**config.mk**
```make
export PLATFORM = sky130hd
export DESIGN_NAME = recirculador_param
export DESIGN_NICKNAME = d
export VERILOG_FILES = /design/src/rtl/recirculador_param.sv
export SDC_FILE = /design/constraint.sdc
export NUM_CORES = 1
export LEC_CHECK = 0
export CORE_AREA = 2 2 115 117
export CTS_CLUSTER_DIAMETER = 200
export DETAILED_ROUTE_END_ITERATION = 6
export DIE_AREA = 0 0 117 119
export GPL_ROUTABILITY_DRIVEN = 1
export PLACE_DENSITY = 0.74
export RECOVER_POWER = 100
export SLEW_MARGIN = 20
export SYNTH_ARGS = -nofsm -noshare
export SYNTH_HDL_FRONTEND = slang
export SYNTH_SLANG_ARGS = --single-unit
```
**constraint.sdc**
```tcl
create_clock -name clk_2f -period 1.3 [get_ports clk_2f]
set_input_delay 0.26 -clock clk_2f [delete_from_list [all_inputs] [get_ports clk_2f]]
set_output_delay 0.26 -clock clk_2f [all_outputs]
set_load 0.01 [all_outputs]
```
**src/rtl/recirculador_param.sv**
```systemverilog
// Lane recirculator: routes qualified lane words back to the source
// until the link has been active long enough, then forwards them downstream.
// Optional macro RECIRC_CNT_EN adds the 16-bit recirc_cnt word counter.
module recirculador_param #(
  parameter int WIDTH      = 32,
  parameter int LANES      = 2,
  parameter int ARM_CYCLES = 4
) (
  input  logic                   clk_2f,
  input  logic                   reset_L,
  input  logic [LANES*WIDTH-1:0] data_input,
  input  logic [LANES-1:0]       valid,
  input  logic                   active,
  output logic [LANES*WIDTH-1:0] demux_0,
  output logic [LANES-1:0]       valid_out,
  output logic [LANES*WIDTH-1:0] demux_1_probador,
  output logic [LANES-1:0]       valid_recirc,
  output logic [1:0]             state
`ifdef RECIRC_CNT_EN
  ,
  output logic [15:0]            recirc_cnt
`endif
);

  localparam logic [1:0] RECIRC  = 2'd0;
  localparam logic [1:0] ARMING  = 2'd1;
  localparam logic [1:0] FORWARD = 2'd2;

  localparam logic [7:0] ARM_LAST = 8'(ARM_CYCLES - 1);

  logic [1:0]             r_state;
  logic [7:0]             r_arm_cnt;
  logic [1:0]             w_state_nx;
  logic [7:0]             w_arm_nx;
  logic                   w_fwd;
  logic [LANES*WIDTH-1:0] w_masked;
  logic [LANES*WIDTH-1:0] r_demux_0;
  logic [LANES*WIDTH-1:0] r_demux_1;
  logic [LANES-1:0]       r_valid_out;
  logic [LANES-1:0]       r_valid_recirc;

  // Next-state and arm counter; state 3 falls back to RECIRC
  always_comb begin
    w_state_nx = RECIRC;
    w_arm_nx   = 8'd0;
    unique case (r_state)
      RECIRC: begin
        if (active) begin
          w_state_nx = ARMING;
          w_arm_nx   = 8'd1;
        end
      end
      ARMING: begin
        if (active) begin
          if (r_arm_cnt == ARM_LAST) begin
            w_state_nx = FORWARD;
          end else begin
            w_state_nx = ARMING;
            w_arm_nx   = r_arm_cnt + 8'd1;
          end
        end
      end
      FORWARD: begin
        if (active) begin
          w_state_nx = FORWARD;
        end
      end
      default: begin
        w_state_nx = RECIRC;
      end
    endcase
  end

  // State register; reset discards any partial arm count
  always_ff @(posedge clk_2f or negedge reset_L) begin
    if (!reset_L) begin
      r_state   <= RECIRC;
      r_arm_cnt <= 8'd0;
    end else begin
      r_state   <= w_state_nx;
      r_arm_cnt <= w_arm_nx;
    end
  end

  assign w_fwd = (r_state == FORWARD);

  // Per-lane qualification: unqualified lanes carry zero data
  always_comb begin
    w_masked = '0;
    for (int i = 0; i < LANES; i++) begin
      if (valid[i]) begin
        w_masked[i*WIDTH +: WIDTH] = data_input[i*WIDTH +: WIDTH];
      end
    end
  end

  // Output registers; the unselected path is held at zero
  always_ff @(posedge clk_2f or negedge reset_L) begin
    if (!reset_L) begin
      r_demux_0      <= '0;
      r_valid_out    <= '0;
      r_demux_1      <= '0;
      r_valid_recirc <= '0;
    end else begin
      r_demux_0      <= w_fwd ? w_masked : '0;
      r_valid_out    <= w_fwd ? valid : '0;
      r_demux_1      <= w_fwd ? '0 : w_masked;
      r_valid_recirc <= w_fwd ? '0 : valid;
    end
  end

  assign demux_0          = r_demux_0;
  assign valid_out        = r_valid_out;
  assign demux_1_probador = r_demux_1;
  assign valid_recirc     = r_valid_recirc;
  assign state            = r_state;

`ifdef RECIRC_CNT_EN
  logic [15:0] r_cnt;
  logic [16:0] w_cnt_sum;

  // Add this cycle's valid lanes; the carry bit flags saturation
  always_comb begin
    w_cnt_sum = {1'b0, r_cnt};
    for (int i = 0; i < LANES; i++) begin
      w_cnt_sum = w_cnt_sum + 17'(valid[i]);
    end
  end

  // Saturating count of words seen outside FORWARD
  always_ff @(posedge clk_2f or negedge reset_L) begin
    if (!reset_L) begin
      r_cnt <= 16'd0;
    end else if (!w_fwd) begin
      r_cnt <= w_cnt_sum[16] ? 16'hFFFF : w_cnt_sum[15:0];
    end
  end

  assign recirc_cnt = r_cnt;
`endif

endmodule

```
==> reports/metrics.cfg <==
[cts]
cts_sinks=142
clockRootBuffer=clkbuf_16
clockBufferDepth=2
clk_pin_slew_ns=0.06
cts-buffers-inserted=17
cts_tree=built
insertion_delay_ns=0.41
htree_levels=4

[synth]
synth_area_leaders=dfrtp_1 76%, and2_1 8.8%, and3_1 8.5%
post-synth-top-area-fraction=0.7573
avgSynthCellArea_sq_um=14.22
synth_area_sq_mm=0.004692
yosysTopAreaCell=dfrtp_1
synth_seq_cells=142
synth.net_count=400
yosysWarnings=0
synth_cells=330
ys_seq_area_frac=0.7573
ys_types=30

[placement]
placed_cell_area_sq_mm=0.007093
portBuffers=202
dp_hpwl_um=8301
gp_congestion=0.8094

[worst_setup_path]
required_ns=1.64
cp-end-kind=flip-flop
cp_top_family=simple AND/OR/NAND/NOR gates
crit_chain=nand2_1, or4_4, a21oi_2
critPathMaxFanout=4
critPathKind=flip-flop to flip-flop
startpoint_type=flip-flop
slowest_stage=or4_4
max_stage_delay_ns=0.49
critPathBufInv=0
arrival_ns=1.63

[run]
drv_cap=0

[sta]
finClkSkew_ns=0.008210
worst_pin_slew_ns=0.6129
setup_viol=0
post-route-period-util=0.9900
max_freq_mhz=777.0
finalCriticalPeriod_ns=1.287
hold_violations=0
slew_headroom=0.5914
slew_violations=0
rsz0062_at_grt=yes

[detailed_routing]
drt_iter0_drc=226
routed_wirelength_um=12040
drc=0
ant_nets=0
drt-wirelength-per-cell_um=16.05
vias_per_cell=4.549
vias=3412
first_pass_iters=6

[layout]
final_layout_size_suffix_gt1_frac=0.1882
num-fill-cells=1069
nets=633
fin_util=0.5807
syn_to_final_growth_pct=59.33
antenna_cells=0
fin_area_sq_mm=0.007476

[min_path]
holdCritPathClass=input port to asynchronous set/reset pin

[floorplan]
die_w_um=117
initial_core_util=0.3644
io_pins=203
row_count=42
die_h_um=119
die_area_sq_mm=0.01392
core_sq_mm=0.01287

[grt]
grt_max_degree=36
grt-ovfl-total=0
grt_pass1_vias=3566
antenna_found_initial=0
grt_usage=0.1747
grt_pass1_wl_um=18250

[power]
leakage_nw=3.724
peakVddDrop_mv=0.7694
p_per_area_mw_per_mm2=1321

[outcome]
status=finished, final reports clean

-- layer usage --
metal / part of all wire / global-route usage
met5: 0 / 0
met2: 0.51 / 0.2952
met3: 0.091 / 0.07023
met4: 0.018 / 0.07059
met1: 0.38 / 0.1943
-- final timing paths --
check	start	end	slack, ns	cells past startpoint
max	r_arm_cnt[4]$_DFF_PN0_	r_arm_cnt[7]$_DFF_PN0_	0.01	3
min	reset_L	demux_1_probador[27]$_DFF_PN0_	0.40	2
max reg2reg	r_arm_cnt[4]$_DFF_PN0_	r_arm_cnt[7]$_DFF_PN0_	0.01	3
min reg2reg	r_arm_cnt[7]$_DFF_PN0_	r_arm_cnt[7]$_DFF_PN0_	0.58	2
max in group asynchronous	reset_L	demux_1_probador[5]$_DFF_PN0_	0.18	3
min in group clk_2f	data_input[54]	demux_0[54]$_DFF_PN0_	0.43	2
-- report_power, final --
part	internal [mW]	switching [mW]
Clock	2.89	1.67
Sequential	4.54	0.0384
Combinational	0.398	0.336
-- logic make-up after synthesis --
logic type,synth area share
buffers and inverters,0.01893
AO/OA/AOI/OAI,0.01493
XOR/XNOR,0.005601
AND/OR/NAND/NOR,0.2005
adder cells (fa/ha/maj),0.002666
flip-flops,0.7573
-- repair_timing --
action	CTS	global route
setup buffers	2	4
setup endpoints to repair	140	117
gates resized for setup	306	59
hold buffers	1	0
endpoints found under the hold margin	76	0
pin swaps	0	4
gates cloned	0	2
-- metrics by stage --
step	setup WS (ns)	std cells	hold WS (ns)	setup TNS (ns)	power, mW
global route	-0.03539	750	0.4193	-0.1766	10.24
detailed placement	-0.1009	711	0.1425	-3.708	5.477
CTS	-0.04550	744	0.2695	-0.05616	10.03
floorplan	0.04261	330	-0.03559	0	4.836
global placement	-0.05253	711	0.1361	-2.662	5.456
finish	0.01302	750	0.4014	0	9.879
-- flip-flops by register name (all words and copies together) (netlist names) --
signal	flops
valid_out	2
state	2
demux_0	64
demux_1_probador	64
valid_recirc	2
r_arm_cnt	8
-- worst register-to-register path: stages, from the launching register on --
cell and delay, ns:
dfrtp_1 0.46, nand2_1 0.14, or4_4 0.49, a21oi_2 0.14
-- synth_stat cells --
| master | count |
|---|---|
| o31ai_1 | 1 |
| a21oi_2 | 1 |
| dfrtp_1 | 142 |
| o21ai_0 | 2 |
| a21oi_1 | 3 |
| a21o_1 | 2 |
| ha_1 | 1 |
| nand2_1 | 1 |
| nand3_1 | 4 |
| or4_4 | 1 |
| inv_1 | 3 |
| xnor2_1 | 1 |
| a31oi_1 | 1 |
| and2_1 | 66 |
| nand3b_1 | 1 |
| a21boi_1 | 1 |
| or3_1 | 1 |
| nand2b_1 | 1 |
| nand4b_1 | 1 |
| nor2_1 | 6 |
| buf_2 | 3 |
| clkbuf_2 | 2 |
| xor2_1 | 2 |
| or3_2 | 1 |
| nand2b_4 | 1 |
| nand2_2 | 1 |
| and3_1 | 64 |
| nor4_1 | 1 |
| nor3b_1 | 1 |
| clkbuf_1 | 14 |
-- layout by cell type (no fill, tap or decap), drive strengths merged, types with 2 or more instances in the layout --
cell type      instances
and2                  66
or3                    2
clkbuf                65
nand2b                 3
clkdlybuf4s15         83
buf                   39
nand3                  4
clkdlybuf4s50         67
nor2                   6
clkinv                 5
inv                    3
o21ai                  2
dfrtp                142
a21o                   2
a21oi                  4
nand2                  2
and3                  64
xor2                   2
bufinv                 2
-- area by class of cell --
class / instances / area (sq um) / share of cell area
multi-input combinational: 167 / 1109 / 0.1483
sequential: 142 / 3553 / 0.4753
inverter: 3 / 11.26 / 0.001506
timing repair buffer: 232 / 2026 / 0.2710
tap: 176 / 220.2 / 0.02946
clock buffer: 23 / 467.9 / 0.06259
clock inverter: 7 / 88.84 / 0.01188
Power figures use the tool's default switching activity.
==> edit: new RTL, config.mk and constraints unchanged <==
Change the parameter `LANES` from 2 to 4.
--- a/src/rtl/recirculador_param.sv
+++ b/src/rtl/recirculador_param.sv
@@ -3,7 +3,7 @@
 // Optional macro RECIRC_CNT_EN adds the 16-bit recirc_cnt word counter.
 module recirculador_param #(
   parameter int WIDTH      = 32,
-  parameter int LANES      = 2,
+  parameter int LANES      = 4,
   parameter int ARM_CYCLES = 4
 ) (
   input  logic                   clk_2f,
Interface: changed (6 resized); port bits go from 203 to 401. No check against the original RTL was run, so the function may have changed too.
==> edit against the original RTL <==
  * The run now fails in global placement
  * Area after synthesis grew 91%
==> edit: results (changes against the original RTL) <==
| Metric | Value |
|---|---|
| Most frequent cells after synthesis | `dfrtp_1, and3_1, clkbuf_1` |
| Warnings, synthesis | `0 (unchanged)` |
| Site Rows | `42 (unchanged)` |
| Stopped at | `global placement` |
| Synthesized flop and latch total | `274 (+93%)` |
| Asr flop ratio synth | `100.0% (unchanged)` |
| Synth area leaders | `dfrtp_1, and3_1, clkbuf_1, clkbuf_2, and2_1` |
| Mean Syn Cell Area | `14.26 sq um (+0.26%)` |
| Status | `aborted with a tool error` |
| Post-synthesis sequential area ratio | `76.34% (+0.61 points)` |
| Port bufs | `400 (+98%)` |
| Net Count, Synth | `766 (+92%)` |
| Cell variety after synth | `31 (+3.3%)` |
| Tool error | `[ERROR GPL-0301] Utilization 102.037 % exceeds 100%.` |
-- edit: cell types whose count changed after synthesis, moves of 2 or more --
cell      before  now
and2_1        66    8
and3_1        64  256
buf_2          3    0
buf_4          0    2
clkbuf_1      14   39
clkbuf_2       2   15
dfrtp_1      142  274
inv_1          3    1
nor2_1         6    4
-- edit: cells by family after synthesis --
logic type,after synthesis,share of synthesized area (%)
AND/OR/NAND/NOR,284,19.77
adder cells (fa/ha/maj),1,0.1393
XOR/XNOR,3,0.2926
AO/OA/AOI/OAI,11,0.7802
buffers and inverters,57,2.675
flip-flops,274,76.34
